### src/rtl/pc_fetch_pkg.sv
// pc_fetch_pkg: shared types for the instruction-fetch stage
package pc_fetch_pkg;
  typedef enum logic [1:0] {IDLE, FETCH, HOLD, DISCARD} fetch_state_t;
endpackage

### src/rtl/pc_fetch.sv
// pc_fetch: owns the PC, fetches over a variable-latency ibus, feeds IF/ID
module pc_fetch
  import pc_fetch_pkg::*;
#(
  parameter logic [31:0] RESET_PC = 32'h0000_0000
) (
  input  logic        clk,
  input  logic        rst,
  input  logic [5:0]  stall,
  input  logic        flush,
  input  logic [31:0] new_pc,
  input  logic        branch_flag_i,
  input  logic [31:0] branch_target_i,
  output logic        ibus_req,
  output logic [31:0] ibus_addr,
  input  logic        ibus_ack,
  input  logic [31:0] ibus_rdata,
  output logic [31:0] if_pc,
  output logic [31:0] if_inst,
  output logic        stallreq_if
);
  fetch_state_t state;
  logic [31:0] pc, req_addr, inst_buf, br_tgt, next_pc;
  logic br_pend, valid, consume;
  always_comb begin
    valid       = (state == FETCH && ibus_ack) || state == HOLD;
    consume     = valid && !stall[0] && !flush;
    next_pc     = branch_flag_i ? branch_target_i : br_pend ? br_tgt : pc + 32'd4;
    ibus_req    = state == FETCH || state == DISCARD;
    ibus_addr   = req_addr;
    if_pc       = pc;
    if_inst     = state == HOLD ? inst_buf : (state == FETCH && ibus_ack) ? ibus_rdata : 32'd0;
    stallreq_if = !valid;
  end
  always_ff @(posedge clk) begin
    if (rst) begin
      state    <= IDLE;
      pc       <= RESET_PC;
      req_addr <= RESET_PC;
      inst_buf <= '0;
      br_pend  <= 1'b0;
      br_tgt   <= '0;
    end else begin
      if (flush || consume) br_pend <= 1'b0;
      else if (branch_flag_i) begin
        br_pend <= 1'b1;
        br_tgt  <= branch_target_i;
      end
      case (state)
        IDLE: begin
          state <= FETCH;
          if (flush) begin
            pc       <= new_pc;
            req_addr <= new_pc;
          end
        end
        FETCH: begin
          if (flush) begin
            pc <= new_pc;
            if (ibus_ack) req_addr <= new_pc;
            else state <= DISCARD;
          end else if (consume) begin
            pc       <= next_pc;
            req_addr <= next_pc;
          end else if (ibus_ack) begin
            state    <= HOLD;
            inst_buf <= ibus_rdata;
          end
        end
        HOLD: begin
          if (flush || consume) begin
            state    <= FETCH;
            pc       <= flush ? new_pc : next_pc;
            req_addr <= flush ? new_pc : next_pc;
          end
        end
        default: begin
          // the stale response is dropped; refetch from the latest redirect
          if (flush) pc <= new_pc;
          if (ibus_ack) begin
            state    <= FETCH;
            req_addr <= flush ? new_pc : pc;
          end
        end
      endcase
    end
  end
endmodule
### config.mk
export PLATFORM = sky130hd
export DESIGN_NAME = pc_fetch
export DESIGN_NICKNAME = d
export VERILOG_FILES = /design/src/rtl/pc_fetch_pkg.sv /design/src/rtl/pc_fetch.sv
export SDC_FILE = /design/constraint.sdc
export NUM_CORES = 1
export LEC_CHECK = 0
export CAP_MARGIN = 30
export CORE_MARGIN = 2
export CORE_UTILIZATION = 40
export CTS_CLUSTER_SIZE = 10
export DETAILED_ROUTE_END_ITERATION = 7
export HOLD_SLACK_MARGIN = 0.05
export PLACE_DENSITY = 0.68
export SYNTH_ARGS = -nofsm -noshare
export SYNTH_HDL_FRONTEND = slang
export SYNTH_SLANG_ARGS = --single-unit
### constraint.sdc
create_clock -name clk -period 4.7 [get_ports clk]
set_input_delay 0.94 -clock clk [delete_from_list [all_inputs] [get_ports clk]]
set_output_delay 0.94 -clock clk [all_outputs]
set_load 0.1 [all_outputs]
==> results.yml, run 1 <==
outcome:
  outcome: "finished clean"
die:
  num_rows: 50
  die_w_microns: 142
  initial_utilization: 0.407
  die_area_sq_um: 20100
  core_area_sq_um: 18700
  die_h_microns: 142
  pin_count: 205
synthesis:
  synth-async-reset-ratio: 0
  synthCells: 1015
  synthTopCellsByArea: "dfxtp_1, nand2_1, a21oi_1"
  syn_avg_cell_area_sq_um: 7.50
  yosysSeqAreaShare: 0.345
  syn-num-nets: 1128
  synth_top_area_share: 0.345
  synth_ff_type: "dfxtp_1"
  synth-edff-count: 0
  ys_ff_latch: 131
  ys_types: 77
  yosysTopAreaCell: "dfxtp_1"
  yosys_warnings: 0
  synthesis.area_sq_um: 7610
timing:
  setup_tns_ps: 0
  fin_skew_ps: 7.40
  holdWs_ps: 454
  setup_viol: 0
  min_period_over_period: 0.761
  tightest_slew_ps: 1070
  slew_headroom: 0.284
  report.final.hold_viol_count: 0
  slew_violations: 0
  rsz0062_at_grt: "false"
  clock.fmax_mhz: 280
  min_period_ps: 3580
grt:
  grt_start_max_net_pins: 70
  grt_first_pass_wirelength_microns: 42900
  grtUsageTotal: 0.270
  overflow: 0
  grt_pass1_vias: 7633
  antenna_found_initial: 0
critical_path:
  r2r_slack_ps: 1800
  crit_chain: "clkdlybuf4s50_1 > nand2_1 > nor2_2 > buf_4 > a22o_1 > buf_4"
  cp_max_fo: 32
  worstPathRequired_ps: 3760
  cpMostUsedCell: "buf_4"
  crit_path_max_incr_delay_ps: 640
  path_buf_inv: 3
  reg2regPathDepth: 8
  worstSetupPathDepth: 6
  cp.arrival_ps: 2640
  r2r-end: "ibus_addr[20]"
  path_delay_family: "buffers and inverters"
  crit_start: "ibus_ack"
  reg2reg_from: "state[0]"
  cpMaxStageDelayCell: "clkdlybuf4s50_1"
  end_kind: "output port"
  crit_type: "in -> out"
  cp-start-kind: "primary input"
  endpoint: "if_inst[4]"
routing:
  finalWirelength_microns: 27700
  vias_per_cell: 6.08
  wl_per_cell_microns: 19.5
  antenna_left: 0
  dr.pass1.iters: 7
  initialDrtViolationCount: 836
  drc: 0
  vias: 8619
clocking:
  cts_setup_buffers: 0
  cts_tree: "yes"
  clk_pin_slew_ps: 60
  clock_latency_ps: 420
  clock-sinks: 131
  clockBufferDepth: 2
  root_buffer: "clkbuf_16"
  hold_buffers: 0
  cts.htree.levels: 4
  cts_buffers: 17
  post_cts_resized: 0
placement:
  place.detailed.hpwl_microns: 19200
  gp_congestion: 0.905
  portBuffers: 199
final_layout:
  insertedDiodeCount: 0
  drive_above_1_share: 0.101
  fin_nets: 1283
  final_common_cell: "nand2_1"
  final_cell_mix: "nand2_1, clkdlybuf4s50_1, a21oi_1"
  synthToLayoutAreaGrowth_pct: 35.2
hold_path:
  worst_hold_path_type: "reg -> reg"
power:
  leakagePower_nw: 3.76
  ir_drop_mv: 0.268
  power.density_nw_per_um2: 557
job:
  max_cap_viol_count: 0
-- stage by stage --
step,instance area (sq um),std cells,total power [mW],util,setup WS [ps]
floorplan,7610,1015,3.50,-,1130
global placement,9610,1383,4.23,0.514,967
detailed placement,9640,1385,4.25,0.516,1100
CTS,10300,1417,5.72,0.550,1120
global route,10300,1417,5.94,0.550,1050
finish,10300,1417,5.73,0.550,1120
-- where the power goes --
group	switching (mW)	internal [mW]
clock network	0.568	0.905
logic	2.05	0.734
registers	0.197	1.28
total	2.81	2.92
-- layer usage --
layer / vias up / GRT usage / share of wire
met5: - / 0 / 0
met4: 0 / 0.0974 / 0.019
met3: 45 / 0.0619 / 0.12
met2: 512 / 0.391 / 0.43
met1: 4026 / 0.390 / 0.44
li1: 4036 / - / -
-- flip-flops by register name, summed over array words and instances, names as in the netlist --
| signal | count |
|---|---|
| br_pend | 1 |
| state | 2 |
| br_tgt | 32 |
| inst_buf | 32 |
| if_pc | 32 |
| ibus_addr | 32 |
-- layout make-up --
type | instances | area (sq um)
Sequential cell | 131 | 2620
Clock inverter | 15 | 219
Fill cell | 1768 | 8420
Timing Repair Buffer | 224 | 2110
Clock buffer | 17 | 425
Multi-Input combinational cell | 780 | 4560
Tap cell | 234 | 293
Inverter | 16 | 60.1
-- cells in the mapped netlist, drive strengths merged, types with 15 or more instances --
master	count
nand3	19
o22ai	18
o21ai	58
buf	27
nand2	198
dfxtp	131
a211oi	17
a21oi	135
a22o	33
nand4	15
clkbuf	61
nor2	64
-- tightest hold or removal path, stage by stage (launching register included) --
cell,delay (ps)
dfxtp_1,310
nand2_1,50
a21oi_1,50
-- worst min-delay path by stage --
stage	from	to	slack, ps	cells past startpoint
6_report	br_tgt[6]	br_tgt[6]	450	2
5_1_grt	br_tgt[14]	br_tgt[14]	470	2
4_1_cts	br_tgt[10]	br_tgt[10]	460	2
2_1_floorplan	br_tgt[30]	br_tgt[30]	430	2
3_5_place_dp	br_tgt[10]	br_tgt[10]	450	2
3_3_place_gp	br_tgt[14]	br_tgt[14]	440	2
-- cells by family (layout without fill, tap and decap cells) --
group | after synthesis | after routing | synth area share
compound gates | 380 | 380 | 0.334
simple gates | 367 | 367 | 0.221
flops | 131 | 131 | 0.345
buf+inv | 104 | 272 | 0.0574
xor+xnor | 16 | 16 | 0.0184
mux | 11 | 11 | 0.0146
fa+ha+maj | 6 | 6 | 0.00986
(Power assumes the default switching activity.)
==> inputs of run 2 (changes only) <==
--- a/config.mk
+++ b/config.mk
@@ -11,7 +11,7 @@
 export CTS_CLUSTER_SIZE = 10
 export DETAILED_ROUTE_END_ITERATION = 7
 export HOLD_SLACK_MARGIN = 0.05
-export PLACE_DENSITY = 0.68
+export PLACE_DENSITY = 0.71
 export SYNTH_ARGS = -nofsm -noshare
 export SYNTH_HDL_FRONTEND = slang
 export SYNTH_SLANG_ARGS = --single-unit
==> constraint.sdc (replaced) <==
create_clock -name clk -period 2.9 [get_ports clk]
set_input_delay 0.58 -clock clk [delete_from_list [all_inputs] [get_ports clk]]
set_output_delay 0.58 -clock clk [all_outputs]
set_load 0.1 [all_outputs]
==> run 2 against run 1 <==
  * Sequential power is 61% higher
  * Cell count is 2.4% higher
  * Final area up 4.9%
  * Via count is 1.6% higher
  * Register-to-register slack worse by 1400 ps
  * Clock power grew 53%
  * Worst hold slack worse by 1.3 ps
  * Critical endpoint is now if_inst[6]
  * Largest cell class unchanged
  * Highest routed layer unchanged
==> results.yml, run 2 (same netlist as run 1, synthesis figures left out) <==
critical_path:
  crit_type: "reg -> out"
  cp.arrival_ps: 2150
  end_kind: "output port"
  r2r-end: "ibus_addr[22]"
  crit_path_max_incr_delay_ps: 410
  reg2reg_from: "if_pc[3]"
  crit_chain: "inv_1 > ha_1 > buf_4 > a22o_1 > buf_12"
  path_delay_family: "buffers and inverters"
  cp_max_fo: 32
  cpMaxStageDelayCell: "buf_4"
  worstPathRequired_ps: 2320
  worstSetupPathDepth: 5
  reg2regPathDepth: 7
  cp-start-kind: "flop"
  path_buf_inv: 3
  r2r_slack_ps: 440
hold_path:
  hold_start: "ibus_addr[13]"
  whs_path_depth: 2
  worst_hold_path_type: "reg -> reg"
  hold_path_end: "ibus_addr[13]"
clocking:
  cts.htree.levels: 4
  root_buffer: "clkbuf_16"
  clk_pin_slew_ps: 60
  clock_latency_ps: 420
  clock-sinks: 131
  cts_buffers: 17
  cts_setup_buffers: 0
  post_cts_resized: 0
  hold_buffers: 0
  cts_tree: "yes"
  clockBufferDepth: 2
routing:
  drc: 0
  antenna_left: 0
  vias_per_cell: 6.04
  vias: 8758
  finalWirelength_microns: 28200
  initialDrtViolationCount: 991
  wl_per_cell_microns: 19.4
  dr.pass1.iters: 6
timing:
  slew_violations: 0
  rsz0062_at_grt: "false"
  setup_ws_ps: 169
  holdWs_ps: 452
  fin_skew_ps: 11.4
  slew_headroom: 0.550
  setup_viol: 0
  min_period_over_period: 0.942
  tightest_slew_ps: 674
  min_period_ps: 2730
  report.final.hold_viol_count: 0
  clock.fmax_mhz: 366
  setup_tns_ps: 0
die:
  pin_count: 205
  num_rows: 50
  die_h_microns: 142
  core_area_sq_um: 18700
  die_area_sq_um: 20100
  initial_utilization: 0.407
  die_w_microns: 142
power:
  ir_drop_mv: 0.425
  leakagePower_nw: 4.12
  power.density_nw_per_um2: 869
  power_mw: 9.37
final_layout:
  fin_cells: 1451
  final.fill_count: 1668
  postLayoutCellArea_sq_um: 10800
  final_cell_mix: "nand2_1, a21oi_1, dfxtp_1"
  fin_nets: 1317
  drive_above_1_share: 0.179
  final_common_cell: "nand2_1"
  synthToLayoutAreaGrowth_pct: 41.8
  final_util: 0.577
  insertedDiodeCount: 0
grt:
  grt_first_pass_wirelength_microns: 42900
  antenna_found_initial: 0
  grt_pass1_vias: 7758
  overflow: 0
  grtUsageTotal: 0.271
  grt_start_max_net_pins: 56
placement:
  place_ws_ps: 164
  gp_congestion: 0.962
  place.detailed.hpwl_microns: 20100
  place_inst: 1419
  portBuffers: 199
  dpl_cell_area_sq_um: 10200
job:
  max_cap_viol_count: 0
outcome:
  outcome: "finished clean"
==> run 2: changes by cell type in the layout (fill, tap and decap cells not counted), sizes merged <==
| cell | change |
|---|---|
| buf | +99 |
| clkbuf | +1 |
| clkdlybuf4s50 | -65 |
| inv | -4 |
| clkinv | +4 |
| bufinv | -1 |
==> run 2: cell type report <==
cell class,instances,area (sq um),area share
clock buffer,18,429,0.0398
clock inverter,14,180,0.0167
inverter,16,60.1,0.00557
multi-input combinational,780,4560,0.423
sequential,131,2620,0.243
tap,234,293,0.0271
timing repair buffer,258,2650,0.245
==> run 2: worst max path at each step <==
stage	start	endpoint
floorplan	if_pc[18]	ibus_addr[27]
global placement	stall[0]	ibus_addr[6]
detailed placement	stall[0]	ibus_addr[6]
CTS	state[0]	if_inst[21]
global route	state[0]	if_inst[8]
finish	state[0]	if_inst[6]
==> run 2: per-layer routing <==
metal | routed length (microns) | vias up | track usage | part of all wire
li1 | - | 4100 | - | -
met1 | 11800 | 4062 | 0.382 | 0.42
met2 | 12300 | 539 | 0.396 | 0.43
met3 | 3460 | 57 | 0.0831 | 0.12
met4 | 680 | 0 | 0.0874 | 0.024
met5 | 0 | - | 0 | 0
==> run 2: report_power, final <==
group	leakage [nW]	internal [mW]	switching (mW)	total [mW]
combinational	2.76	1.35	3.42	4.76
sequential	1.07	2.07	0.291	2.36
clock	0.291	1.36	0.886	2.25
total	4.12	4.78	4.59	9.37
==> run 2: worst reg2reg max path, cell delays in order, from the launching register on <==
cell and delay, ps:
dfxtp_1 490, ha_1 260, and3_1 330, nand4_4 200
or4_1 500, a21oi_1 210, o21ai_1 120, a311oi_2 260
==> inputs of run 3 (changes only) <==
--- a/config.mk
+++ b/config.mk
@@ -10,6 +10,7 @@
 export CORE_UTILIZATION = 40
 export CTS_CLUSTER_SIZE = 10
 export DETAILED_ROUTE_END_ITERATION = 7
+export GPL_TIMING_DRIVEN = 0
 export HOLD_SLACK_MARGIN = 0.05
 export PLACE_DENSITY = 0.71
 export SYNTH_ARGS = -nofsm -noshare
==> run 3 against run 2 <==
  * Clock skew is 2.5 ps lower
  * Via count up 4.9%
  * The flow now finishes with violations (negative setup slack)
  * Routed wire length grew 22%
  * Largest cell class unchanged
==> results.yml, run 3 (same netlist as run 1, synthesis figures left out) <==
grt:
  grt-busiest-layer: "met2"
  grt_pass1_vias: 8515
  grt_start_max_net_pins: 17
  grt.met3_usage: 0.0966
  grt_first_pass_wirelength_microns: 50900
  grtUsageTotal: 0.335
  overflow: 0
  antenna_found_initial: 0
  use_met1: 0.448
  grt_util_met2: 0.495
power:
  power_mw: 9.62
  power.density_nw_per_um2: 902
  leakagePower_nw: 3.89
  combPwrFrac: 0.502
  power.switching_mw: 4.83
  seqPwrFrac: 0.247
  clkPwrFrac: 0.252
  swShare: 0.502
  ir_drop_mv: 0.424
  p_int_mw: 4.79
timing:
  holdWs_ps: 453
  report.final.hold_viol_count: 0
  min_period_over_period: 1.01
  setup_viol: 1
  clock.fmax_mhz: 343
  slew_headroom: 0.319
  min_period_ps: 2920
  setup_ws_ps: -18.8
  setup_tns_ps: -18.8
  slew_violations: 0
  tightest_slew_ps: 1020
  fin_skew_ps: 8.88
outcome:
  outcome: "finished, violations left"
  violations: "negative setup slack"
final_layout:
  drive_above_1_share: 0.109
  final.fill_count: 1765
  final_cell_mix: "nand2_1, clkdlybuf4s50_1, a21oi_1"
  final_common_cell: "nand2_1"
  synthToLayoutAreaGrowth_pct: 40.1
  fin_cells: 1482
  insertedDiodeCount: 0
  fin_nets: 1348
  final_util: 0.570
clocking:
  clk_pin_slew_ps: 60
  clockBufferDepth: 2
  cts.htree.levels: 4
  hold_buffers: 0
  clock_latency_ps: 440
  cts_buffers: 17
  root_buffer: "clkbuf_16"
  cts_tree: "yes"
  clock-sinks: 131
die:
  die_h_microns: 142
  initial_utilization: 0.407
  pin_count: 205
  die_w_microns: 142
  num_rows: 50
  die_area_sq_um: 20100
  core_area_sq_um: 18700
routing:
  vias: 9186
  wl_per_cell_microns: 23.2
  drc: 0
  dr.pass1.iters: 6
  initialDrtViolationCount: 1200
  vias_per_cell: 6.20
  finalWirelength_microns: 34400
  antenna_left: 0
hold_path:
  worst_hold_path_type: "reg -> reg"
placement:
  place.detailed.hpwl_microns: 25400
  place_inst: 1448
  gp_congestion: 1.00
  portBuffers: 199
critical_path:
  worstPathRequired_ps: 3190
  end_kind: "flop"
  cp.arrival_ps: 3200
  crit_type: "in -> reg"
  cp-start-kind: "primary input"
  cp_max_fo: 10
  r2r_slack_ps: 140
job:
  max_cap_viol_count: 0
==> run 3: cell count changes in the layout (fill, tap and decap cells not counted), moves of 4 or more <==
cell and change:
clkbuf_2 +9, buf_12 -36, buf_4 -112, buf_2 +20, clkdlybuf4s50_1 +66, buf_6 +27
clkbuf_1 +48, clkinv_4 -4
==> run 3: final timing paths <==
check           startpoint       endpoint  depth (start not counted)
max                  flush  ibus_addr[11]                          8
min          ibus_addr[13]  ibus_addr[13]                          2
min reg2reg  ibus_addr[13]  ibus_addr[13]                          2
max reg2reg       if_pc[5]  ibus_addr[17]                          7
==> run 3: cell type report <==
type,count,area (sq um),area share
repair buffers,201,2050,0.192
plain buffers,88,405,0.0380
well taps,234,293,0.0275
clock inverters,15,219,0.0205
inverters,16,63.8,0.00599
clock buffers,17,425,0.0399
multi-input cells,780,4580,0.430
flip-flops and latches,131,2620,0.246
==> run 3: metrics by stage <==
step	cell area, sq um	worst slack [ps]
after CTS	10600	0.776
after global placement	9900	-1080
after floorplan	7610	73.1
after global routing	10700	-18.3
final	10700	-18.8
after detailed placement	9900	-1070
==> run 3: timing repair <==
item / 4_1_cts / 5_1_grt
resized for setup: 225 / 39
endpoints found under the setup margin: 43 / 52
pin swaps: 1 / 1
buffers inserted: 1 / 1
==> run 3: power by group through the flow <==
stage | registers (mW) | clock network (mW) | logic, mW
floorplan | 3.88 | 0 | 1.79
global placement | 2.39 | 0 | 4.67
detailed placement | 2.40 | 0 | 4.68
CTS | 2.36 | 2.42 | 4.71
global route | 2.40 | 2.50 | 5.01
finish | 2.37 | 2.42 | 4.82
==> run 3: layer usage <==
layer	up-vias	routed length [microns]
met2	585	14800
met5	-	0
met4	0	1430
li1	4173	-
met3	93	4010
met1	4335	14100
==> run 3: worst max-delay path, cell delays in order <==
cell             delay (ps)
clkdlybuf4s50_1         480
buf_2                   320
clkbuf_1                450
buf_2                   460
o21ai_0                 160
o211a_1                 160
a2111oi_0               470
nor3_1                  100
